`src/rtl/load_use_hazard_pkg.sv`:
```
// Shared definitions for the load-use hazard unit: register-id width, shadow
// entry layout, the bubble encoding and the pipeline stage indices.
package load_use_hazard_pkg;

   localparam int REG_W    = 4;
   localparam int NUM_REGS = 1 << REG_W;

   localparam int SLOT_EX  = 0;
   localparam int SLOT_MEM = 1;
   localparam int SLOT_WB  = 2;

   typedef struct packed {
      logic             v;
      logic [REG_W-1:0] dst;
      logic             ld;
   } shadow_entry_t;

   localparam shadow_entry_t NOP_ENTRY = '{v: 1'b0, dst: '0, ld: 1'b0};

   function automatic shadow_entry_t make_entry(input logic             v,
                                                input logic [REG_W-1:0] dst,
                                                input logic             ld);
      shadow_entry_t e;
      e.v   = v;
      e.dst = dst;
      e.ld  = ld;
      return e;
   endfunction

endpackage

```
`src/rtl/hazard_shadow_pipe.sv`:
```
// Shadow copy of the EX/MEM/WB destination fields. Advances with the pipeline
// and freezes while hold is high; insert_bubble issues an empty entry instead.
module hazard_shadow_pipe
   import load_use_hazard_pkg::*;
#(
   parameter int DEPTH = SLOT_WB + 1
) (
   input  logic                      clk,
   input  logic                      rst,
   input  logic                      hold,
   input  logic                      insert_bubble,
   input  shadow_entry_t             in_entry,
   output shadow_entry_t [DEPTH-1:0] slots
);

   shadow_entry_t [DEPTH-1:0] slots_q;
   shadow_entry_t [DEPTH-1:0] slots_d;

   always_comb begin
      slots_d = slots_q;
      if (!hold) begin
         slots_d[SLOT_EX] = insert_bubble ? NOP_ENTRY : in_entry;
         for (int k = 1; k < DEPTH; k++) begin
            slots_d[k] = slots_q[k-1];
         end
      end
   end

   always_ff @(posedge clk or posedge rst) begin
      if (rst) begin
         slots_q <= '0;
      end else begin
         slots_q <= slots_d;
      end
   end

   assign slots = slots_q;

endmodule

```
`src/rtl/load_use_hazard_unit.sv`:
```
// Load-use hazard detection, in-order writeback checking and stall accounting
// on top of a shadow pipeline of in-flight destination registers.
module load_use_hazard_unit
   import load_use_hazard_pkg::*;
#(
   parameter int DEPTH           = SLOT_WB + 1,
   parameter int LOAD_USE_STALLS = SLOT_MEM - SLOT_EX,
   parameter bit ZERO_REG        = 1'b1
) (
   input  logic                clk,
   input  logic                rst,
   input  logic                id_valid,
   input  logic [REG_W-1:0]    id_op1,
   input  logic [REG_W-1:0]    id_op2,
   input  logic                id_use1,
   input  logic                id_use2,
   input  logic                id_wr,
   input  logic [REG_W-1:0]    id_dst,
   input  logic                id_is_load,
   input  logic                mem_stall,
   input  logic                flush,
   input  logic                wb_valid,
   input  logic [REG_W-1:0]    wb_dst,
   output logic                stall_id,
   output logic                bubble_ex,
   output logic [NUM_REGS-1:0] pend_mask,
   output logic                wb_mismatch,
   output logic [15:0]         stall_cnt
);

   // id_valid and wb_valid qualify their payloads in the cycle they are high;
   // there is no back-pressure path other than stall_id toward ID.
   shadow_entry_t [DEPTH-1:0] slots;
   shadow_entry_t             wb_slot;
   logic                      hazard;
   logic                      wb_mismatch_q, wb_mismatch_d;
   logic [15:0]               stall_cnt_q, stall_cnt_d;

   function automatic logic src_hit(input logic             use_s,
                                    input logic [REG_W-1:0] src,
                                    input shadow_entry_t    e);
      return use_s && e.v && e.ld && (e.dst == src) && !(ZERO_REG && (src == '0));
   endfunction

   hazard_shadow_pipe #(.DEPTH(DEPTH)) u_shadow (
      .clk          (clk),
      .rst          (rst),
      .hold         (mem_stall),
      .insert_bubble(hazard | flush),
      .in_entry     (make_entry(id_valid & id_wr, id_dst, id_is_load)),
      .slots        (slots)
   );

   assign wb_slot = slots[DEPTH-1];

   // Only loads in the youngest slots are still unforwardable.
   always_comb begin
      hazard = 1'b0;
      for (int k = 0; k < LOAD_USE_STALLS; k++) begin
         if (src_hit(id_use1, id_op1, slots[k]) || src_hit(id_use2, id_op2, slots[k])) begin
            hazard = 1'b1;
         end
      end
      if (!id_valid || flush) begin
         hazard = 1'b0;
      end
   end

   assign stall_id  = mem_stall | hazard;
   assign bubble_ex = !mem_stall & (hazard | flush);

   always_comb begin
      pend_mask = '0;
      for (int k = 0; k < DEPTH; k++) begin
         if (slots[k].v) begin
            pend_mask[slots[k].dst] = 1'b1;
         end
      end
      if (ZERO_REG) begin
         pend_mask[0] = 1'b0;
      end
   end

   always_comb begin
      wb_mismatch_d = wb_mismatch_q;
      stall_cnt_d   = stall_cnt_q;
      if (!mem_stall) begin
         if (wb_valid) begin
            if (!wb_slot.v || (wb_dst != wb_slot.dst)) begin
               wb_mismatch_d = 1'b1;
            end
         end else if (wb_slot.v) begin
            wb_mismatch_d = 1'b1;
         end
         if (hazard && (stall_cnt_q != 16'hFFFF)) begin
            stall_cnt_d = stall_cnt_q + 16'd1;
         end
      end
   end

   always_ff @(posedge clk or posedge rst) begin
      if (rst) begin
         wb_mismatch_q <= 1'b0;
         stall_cnt_q   <= 16'd0;
      end else begin
         wb_mismatch_q <= wb_mismatch_d;
         stall_cnt_q   <= stall_cnt_d;
      end
   end

   assign wb_mismatch = wb_mismatch_q;
   assign stall_cnt   = stall_cnt_q;

endmodule

```
`config.mk`:
```
export PLATFORM = sky130hd
export DESIGN_NAME = load_use_hazard_unit
export DESIGN_NICKNAME = d
export VERILOG_FILES = /design/src/rtl/load_use_hazard_pkg.sv /design/src/rtl/hazard_shadow_pipe.sv /design/src/rtl/load_use_hazard_unit.sv
export SDC_FILE = /design/constraint.sdc
export NUM_CORES = 1
export LEC_CHECK = 0
export ABC_AREA = 1
export CAP_MARGIN = 0
export CORE_MARGIN = 8
export CORE_UTILIZATION = 35
export CTS_BUF_LIST = sky130_fd_sc_hd__clkbuf_4 sky130_fd_sc_hd__clkbuf_8
export CTS_CLUSTER_DIAMETER = 150
export DETAILED_ROUTE_END_ITERATION = 6
export PLACE_DENSITY = 0.65
export SLEW_MARGIN = 15
export SYNTH_ARGS = -nofsm -noshare
export SYNTH_HDL_FRONTEND = slang
export SYNTH_HIERARCHICAL = 1
export SYNTH_SLANG_ARGS = --single-unit
export TNS_END_PERCENT = 5
```
`constraint.sdc`:
```
create_clock -name clk -period 1.8 [get_ports clk]
set_input_delay 0.36 -clock clk [delete_from_list [all_inputs] [get_ports clk]]
set_output_delay 0.36 -clock clk [all_outputs]
set_load 0.005 [all_outputs]
```
==> impl_metrics.tcl <==
set metrics [dict create \
    outcome "finished, violations left" \
    violations "setup timing" \
    area_delta_synth_final_pct 53.4 \
    layout-drive-gt1-share_pct 28.1 \
    startpoint_type "register" \
    placed_cell_area_um2 3450 \
    dieArea_um2 9820 \
    drt_iter0_markers 102 \
    fin_crit_ns 2.09 \
    regToRegSetupSlack_ns 0.11 \
    worstPathCellList "buf_6 > nand2_1 > nand2_1 > nand2_1 > nor2_1 > nand3_2 > a21oi_4 > inv_2 > a21oi_2 > buf_2" \
    drtPass1Iterations 4 \
    numCtsBuffers 5 \
    ir_worst_vdd_mv 0.280 \
    gr-total-overflow 0 \
    power_frac_seq_pct 44.2 \
    fmax_mhz 479 \
    r2r_cells 8 \
    worst_slack_ns -0.289 \
    combPwrFrac_pct 24.9 \
    rsz0062_at_grt "true" \
    leakage_nw 1.82 \
    post-place-ws_ns -0.755 \
    critical_path_class "register to output pin" \
    synth_cells 355 \
    port_buffers 59 \
    htree_num_levels 2 \
    yosysWarnings 6 \
    fin_nets 504 \
    post-route-drc-count 0 \
    crit_slowest_cell "dfrtp_2" \
    utilization_pct 54.9 \
    fillers 685 \
    worstPathRequired_ns 1.44 \
    hp-class "input pin to async pin" \
    clock_sinks 33 \
    core_area_um2 6760 \
    insertedDiodeCount 0 \
    clockBufferDepth 2 \
    path_common_cell "nand2_1" \
    hold_viol_final 0 \
    num_rows 30 \
    die-width_um 99.1 \
    routed_wl_um 7410 \
    r2r-start "u_shadow/slots[1]$_DFFE_PP0N_" \
    switching_power_uw 532 \
    critPathBufInv 3 \
    grt_pass1_wl_um 12700 \
    io_pins 61 \
    ant_nets 0 \
    die_y_um 99.1 \
    ctsRootBufferMaster "clkbuf_8" \
    worst_path_largest_cell_delay_ns 0.43 \
    synth_nets 382 \
    initial_core_util_pct 35.8 \
    wl_per_cell_um 13.3 \
    p_int_mw 1.30 \
    r2r-end "stall_cnt[10]$_DFFE_PP0P_" \
    clock_latency_ns 0.28 \
    final_cell_area_um2 3710 \
    grt_pass1_vias 2697 \
    gr-usage-all-layers_pct 15.5 \
    dp_hpwl_um 5650 \
    gp_congestion 0.855 \
    crit_path_end_kind "output pin" \
    cts_hold_buf 0 \
    switching_share_pct 29.0 \
    p_per_area_nw_per_um2 495 \
    path_max_fanout 4 \
    cpLargestDelayFamily "flip-flops" \
    maxSlewViolCount 0 \
    avgSynthCellArea_um2 6.81 \
    fin_skew_ns 0.00899 \
    path_depth 10 \
    vias 2737 \
    fin_crit_sh_pct 116 \
    setup_viol 8 \
    clockPowerShare_pct 30.9 \
    cp_data_arrival_time_ns 1.73 \
    drv_cap 0 \
    grt_max_degree 28 \
    cts_tree "done" \
    routed_via_density 4.91 \
    synth_area_um2 2420 \
    clk_pin_slew_ns 0.07 \
    antenna_found_initial 0 \
]
[state kept, by name, summed over array words and instances (netlist names)]
register        flops
stall_cnt          16
u_shadow/slots     16
wb_mismatch         1
[worst max-delay path by stage]
stage	to	slack, ns	start
2_1_floorplan	bubble_ex	0.1	u_shadow/slots[1]$_DFFE_PP0N_
3_3_place_gp	bubble_ex	-0.76	id_op2[0]
3_5_place_dp	bubble_ex	-0.76	id_op2[0]
4_1_cts	bubble_ex	-0.31	u_shadow/slots[1]$_DFFE_PP0N_
5_1_grt	bubble_ex	-0.39	u_shadow/slots[1]$_DFFE_PP0N_
6_report	bubble_ex	-0.29	u_shadow/slots[2]$_DFFE_PP0N_
[layout by cell type (no fill, tap or decap), types with 3 or more instances in the layout]
| master | n |
|---|---|
| xor2_1 | 11 |
| nor2_2 | 5 |
| o311ai_1 | 4 |
| nand4_1 | 21 |
| dfrtp_1 | 28 |
| nand3_1 | 25 |
| buf_2 | 14 |
| clkdlybuf4s50_1 | 39 |
| inv_2 | 6 |
| clkbuf_8 | 6 |
| inv_1 | 48 |
| nor3_1 | 4 |
| buf_4 | 58 |
| dfrtp_2 | 5 |
| o221ai_1 | 5 |
| buf_6 | 9 |
| nor2_4 | 5 |
| nor2_1 | 18 |
| xnor2_1 | 3 |
| nand2_2 | 3 |
| nand3_2 | 5 |
| o21ai_0 | 11 |
| nand2_1 | 113 |
| dlygate4sd2_1 | 3 |
[per-layer routing]
metal / global-route usage, % / routed length [um]
met5: 0 / 0
met2: 24.5 / 3320
met1: 20.4 / 3590
met4: 4.31 / 113
met3: 3.77 / 388
[power groups by stage]
stage	sequential [mW]	clock [mW]	combinational, mW
floorplan	0.826	0	0.166
finish	0.812	0.567	0.458
global route	0.816	0.617	0.510
detailed placement	0.825	0	0.402
global placement	0.825	0	0.398
CTS	0.810	0.585	0.443
[repair_timing]
action,4_1_cts,5_1_grt
pin swaps,8,3
buffers inserted,13,0
setup endpoints to repair,17,31
resized for setup,92,25
[stage by stage]
stage	TNS [ns]	cells	hold slack [ns]	power [mW]
2_1_floorplan	0	355	0.274	0.993
3_5_place_dp	-9.27	537	0.478	1.23
4_1_cts	-1.25	557	0.459	1.84
6_report	-0.810	557	0.449	1.84
5_1_grt	-2.03	557	0.488	1.94
3_3_place_gp	-8.74	537	0.475	1.22
[tightest hold or removal path, delay by kind of cell]
family,cells,cell delay [ns]
buffers and inverters,3,0.74
[layout make-up]
| class | count | area (um2) | area share (%) |
|---|---|---|---|
| Sequential cell | 33 | 832 | 22.4 |
| Clock buffer | 6 | 82.6 | 2.23 |
| Clock inverter | 1 | 7.51 | 0.202 |
| Tap cell | 80 | 100 | 2.70 |
| Timing Repair Buffer | 126 | 1060 | 28.6 |
| Multi-Input combinational cell | 253 | 1400 | 37.8 |
| Inverter | 58 | 224 | 6.04 |
Power figures use the tool's default switching activity.
